[config.mk]
export PLATFORM = sky130hd
export DESIGN_NAME = step_pulse_gen
export DESIGN_NICKNAME = d
export VERILOG_FILES = /design/src/rtl/step_pulse_gen.sv
export SDC_FILE = /design/constraint.sdc
export NUM_CORES = 1
export LEC_CHECK = 0
export BUFFER_PORTS_ARGS = -buffer_cell sky130_fd_sc_hd__buf_2
export CORE_AREA = 4 4 41 43
export DETAILED_ROUTE_END_ITERATION = 16
export DIE_AREA = 0 0 45 47
export SLEW_MARGIN = 40
export SYNTH_ARGS = -nofsm -noshare
export SYNTH_HDL_FRONTEND = slang
export SYNTH_SLANG_ARGS = --single-unit
[constraint.sdc]
create_clock -name clk -period 1.1 [get_ports clk]
set_input_delay 0.11 -clock clk [delete_from_list [all_inputs] [get_ports clk]]
set_output_delay 0.11 -clock clk [all_outputs]
set_load 0.02 [all_outputs]
[src/rtl/step_pulse_gen.sv]
// Step-pulse source for the 4-bit JK counter: synchronizes and debounces a raw
// button into single-cycle pulses, or generates periodic pulses in auto mode.
module step_pulse_gen #(
   parameter int DEBOUNCE_CYCLES = 4,
   parameter int AUTO_PERIOD     = 8
) (
   input  logic       clk,
   input  logic       reset,
   input  logic       btn,
   input  logic       auto_mode,
   output logic       step,
   output logic       btn_db,
   output logic [1:0] state
);

   localparam int DB_W  = $clog2(DEBOUNCE_CYCLES);
   localparam int PER_W = $clog2(AUTO_PERIOD);
   localparam logic [DB_W-1:0]  DB_LAST  = DB_W'(DEBOUNCE_CYCLES - 1);
   localparam logic [PER_W-1:0] PER_LAST = PER_W'(AUTO_PERIOD - 1);

   typedef enum logic [1:0] {
      ST_IDLE         = 2'd0,
      ST_PRESS_WAIT   = 2'd1,
      ST_PRESSED      = 2'd2,
      ST_RELEASE_WAIT = 2'd3
   } state_t;

   logic             sync1_q;
   logic             sync2_q;
   logic             btn_s;
   state_t           state_q;
   state_t           state_d;
   logic [DB_W-1:0]  db_cnt_q;
   logic [DB_W-1:0]  db_cnt_d;
   logic [PER_W-1:0] per_cnt_q;
   logic [PER_W-1:0] per_cnt_d;
   logic             step_q;
   logic             step_d;
   logic             btn_db_q;
   logic             btn_db_d;
   logic             press_evt_s;

   assign btn_s = sync2_q;

   // Two-flop synchronizer for the asynchronous button input.
   always_ff @(posedge clk or negedge reset) begin
      if (!reset) begin
         sync1_q <= 1'b0;
         sync2_q <= 1'b0;
      end else begin
         sync1_q <= btn;
         sync2_q <= sync1_q;
      end
   end

   // State, counters and registered outputs.
   always_ff @(posedge clk or negedge reset) begin
      if (!reset) begin
         state_q   <= ST_IDLE;
         db_cnt_q  <= '0;
         per_cnt_q <= '0;
         step_q    <= 1'b0;
         btn_db_q  <= 1'b0;
      end else begin
         state_q   <= state_d;
         db_cnt_q  <= db_cnt_d;
         per_cnt_q <= per_cnt_d;
         step_q    <= step_d;
         btn_db_q  <= btn_db_d;
      end
   end

   // Debounce next-state logic; a press event fires once on PRESS_WAIT -> PRESSED.
   always_comb begin
      state_d     = state_q;
      db_cnt_d    = db_cnt_q;
      press_evt_s = 1'b0;
      case (state_q)
         ST_IDLE: begin
            if (btn_s) begin
               state_d  = ST_PRESS_WAIT;
               db_cnt_d = '0;
            end else begin
               state_d = ST_IDLE;
            end
         end
         ST_PRESS_WAIT: begin
            if (!btn_s) begin
               state_d = ST_IDLE;
            end else if (db_cnt_q == DB_LAST) begin
               state_d     = ST_PRESSED;
               press_evt_s = 1'b1;
            end else begin
               db_cnt_d = db_cnt_q + DB_W'(1);
            end
         end
         ST_PRESSED: begin
            if (!btn_s) begin
               state_d  = ST_RELEASE_WAIT;
               db_cnt_d = '0;
            end else begin
               state_d = ST_PRESSED;
            end
         end
         ST_RELEASE_WAIT: begin
            if (btn_s) begin
               state_d = ST_PRESSED;
            end else if (db_cnt_q == DB_LAST) begin
               state_d = ST_IDLE;
            end else begin
               db_cnt_d = db_cnt_q + DB_W'(1);
            end
         end
         default: begin
            state_d  = ST_IDLE;
            db_cnt_d = '0;
         end
      endcase
   end

   // Output selection: auto mode masks press events and runs the period timer.
   always_comb begin
      per_cnt_d = '0;
      step_d    = 1'b0;
      if (auto_mode) begin
         if (per_cnt_q == PER_LAST) begin
            per_cnt_d = '0;
            step_d    = 1'b1;
         end else begin
            per_cnt_d = per_cnt_q + PER_W'(1);
            step_d    = 1'b0;
         end
      end else begin
         per_cnt_d = '0;
         step_d    = press_evt_s;
      end
      btn_db_d = (state_d == ST_PRESSED) || (state_d == ST_RELEASE_WAIT);
   end

   assign step   = step_q;
   assign btn_db = btn_db_q;
   assign state  = state_q;

endmodule

==> results_dict.tcl <==
set metrics [dict create \
    min_period_ns 1.145 \
    switchingPower_mw 0.4095 \
    critical_path_class "flop to flop" \
    p_sw_share_pct 32.41 \
    synth_nets 40 \
    cts_max_level 1 \
    start_kind "flop" \
    synth_cell_types 14 \
    holdPathStages 2 \
    grt_pass1_wl_um 1235 \
    avgSynthCellArea_um2 13.08 \
    path_buf_inv 0 \
    dr_total_vias 284 \
    critPathSlowestCell "dfrtp_1" \
    drc 0 \
    fin_util_pct 45.67 \
    critPathArrivalTime_ns 1.29 \
    clk_latency_ns 0.26 \
    dr.pass1.iters 4 \
    finalInstanceArea_um2 594.3 \
    syn_to_final_growth_pct 37.68 \
    fin_cells 63 \
    crit_cells 3 \
    die_w_um 45 \
    setup_violations 3 \
    fp.coreArea_mm2 0.001301 \
    r2r_cells 3 \
    clkPwrFrac_pct 20.6 \
    die_height_um 47 \
    critical-path-max-stage-delay_ns 0.38 \
    gp_congestion 0.6287 \
    syn_area_um2 431.7 \
    violations "negative setup slack" \
    post-place-ws_ns -0.1509 \
    grt_max_degree 12 \
    initial_core_util_pct 33.17 \
    drive_above_1_share_pct 50.00 \
    hold-path-endpoint "step" \
    p_comb_share_pct 33.7 \
    min_from "auto_mode" \
    fin_skew_ns 0.004315 \
    p_int_mw 0.8540 \
    vias_per_cell 4.508 \
    synthCells 33 \
    antenna_left 0 \
    clockRootBuffer "clkbuf_4" \
    dieArea_mm2 0.002115 \
    setup_tns_ns -0.09248 \
    cp-end-kind "flop" \
    status "finished with violations" \
    wirelength_um 764 \
    cp_top_family "flip-flops" \
    cp.required_ns 1.24 \
    cp_max_fo 5 \
    seq_area_frac_synth_pct 63.77 \
    worst_pin_slew_ns 0.2332 \
    seqPwrFrac_pct 45.6 \
    fmax_mhz 873.0 \
    met1Wirelength_um 268 \
    clkSlewWorstSetupHoldPaths_ns 0.07 \
    synth-seq-cells 11 \
    grt_pass1_vias 330 \
    route.met2.wl_um 458 \
    cts_tree "yes" \
    avgRoutedWirePerCell_um 12.13 \
    min_period_over_period_pct 104.1 \
    numPlacedInstances 55 \
    ios 8 \
    dp_hpwl_um 564.3 \
    overflow 0 \
    rows 13 \
    dpl-instance-area_um2 491.7 \
    highest_layer "met3" \
    drv_cap 0 \
    peakVddDrop_uv 657.9 \
    rrSetupSlack_ns -0.05 \
    rsz0062_at_grt "yes" \
    cts.sinks 11 \
    port_buffers 7 \
    path_cells "ha_2 -> and2_4 -> mux2_4" \
    antenna-diode-count 0 \
    grt_usage_pct 8.675 \
    hold_path.class "primary input to flop" \
    met3_wirelength_um 37 \
    r2r_start "db_cnt_q[1]" \
    r2r-end "state[1]" \
    fin_ws_ns -0.04545 \
    clk_path_buf_depth 2 \
    antenna_found_initial 0 \
    drt_iter0_drc 1 \
    slew_headroom_pct 84.45 \
    hold_violations 0 \
    nNetsFinal 56 \
    yosysWarnings 0 \
    maxSlewViolCount 0 \
    powerDensity_mw_per_mm2 2126 \
    leakagePower_nw 0.2858 \
    cts_buffers 3 \
]
cell type report:
type | instances | area (um^2)
Clock buffer | 3 | 22.52
Multi-Input combinational cell | 21 | 193.9
Clock inverter | 1 | 5.005
Fill cell | 131 | 706.9
Sequential cell | 11 | 276.5
Timing Repair Buffer | 12 | 77.57
Tap cell | 15 | 18.77
kinds of logic after synthesis:
family / after synthesis / share of synthesized area (%)
AO/OA/AOI/OAI: 5 / 5.796
AND/OR/NAND/NOR: 10 / 13.34
adder cells (fa/ha/maj): 3 / 8.697
multiplexers: 2 / 5.217
flip-flops: 11 / 63.77
XOR/XNOR: 1 / 2.029
buffers and inverters: 1 / 1.158
synth_stat cells:
cell | instances | area [um^2]
and2_1 | 3 | 18.77
clkbuf_2 | 1 | 5.000
dfrtp_1 | 11 | 275.3
ha_1 | 3 | 37.54
mux2_2 | 2 | 22.52
nand2_1 | 2 | 7.510
nand2b_1 | 1 | 6.260
nand3b_1 | 1 | 7.510
nor2_1 | 1 | 3.750
nor3b_1 | 1 | 7.510
o21ai_0 | 3 | 15.01
o21ai_1 | 2 | 10.01
or2_0 | 1 | 6.260
xnor2_1 | 1 | 8.760
metal layers:
metal | vias to the layer above | GRT usage [%]
met5 | - | 0
met4 | 0 | 7.602
met3 | 0 | 3.448
met2 | 4 | 14.97
met1 | 138 | 7.876
li1 | 142 | -
flip-flops by register name (all words and copies together), names as in the netlist:
signal     flops
btn_db         1
btn_s          1
db_cnt_q       2
per_cnt_q      3
state          2
step           1
sync1_q        1
cells in the final DEF (no fill, tap or decap), types with 2 or more instances in the layout:
cell,n
nand2_1,2
dfrtp_1,10
clkbuf_4,3
ha_2,2
o21ai_1,4
and2_4,2
buf_2,7
dlygate4sd3_1,2
buf_4,3
mux2_4,2
repair_timing:
item | CTS | global route
endpoints found under the setup margin | 7 | 7
hold buffers | 2 | 0
buffers inserted | 1 | 1
resized for setup | 5 | 5
pin swaps | 2 | 2
hold endpoints to repair | 12 | 0
power groups by stage:
stage          combinational, mW  sequential [mW]  clock [mW]
2_1_floorplan              0.166            0.636           0
3_3_place_gp               0.330            0.568           0
3_5_place_dp               0.351            0.578           0
4_1_cts                    0.410            0.569       0.274
5_1_grt                    0.475            0.591       0.287
6_report                   0.426            0.577       0.261
stage by stage:
step | power (mW) | hold slack, ns
2_1_floorplan | 0.8021 | -0.1856
3_3_place_gp | 0.8984 | -0.01889
3_5_place_dp | 0.9290 | -0.01431
4_1_cts | 1.253 | 0.04800
5_1_grt | 1.353 | 0.07402
6_report | 1.263 | 0.06475
worst max path at each step:
stage	startpoint	to	slack [ns]
3_5_place_dp	db_cnt_q[0]	state[1]	-0.15
4_1_cts	db_cnt_q[0]	state[1]	-0.06
6_report	db_cnt_q[1]	state[1]	-0.05
5_1_grt	db_cnt_q[1]	state[1]	-0.07
3_3_place_gp	db_cnt_q[1]	state[1]	-0.07
2_1_floorplan	db_cnt_q[0]	btn_db	-0.08
No activity file was read; power rests on OpenSTA's default activity.
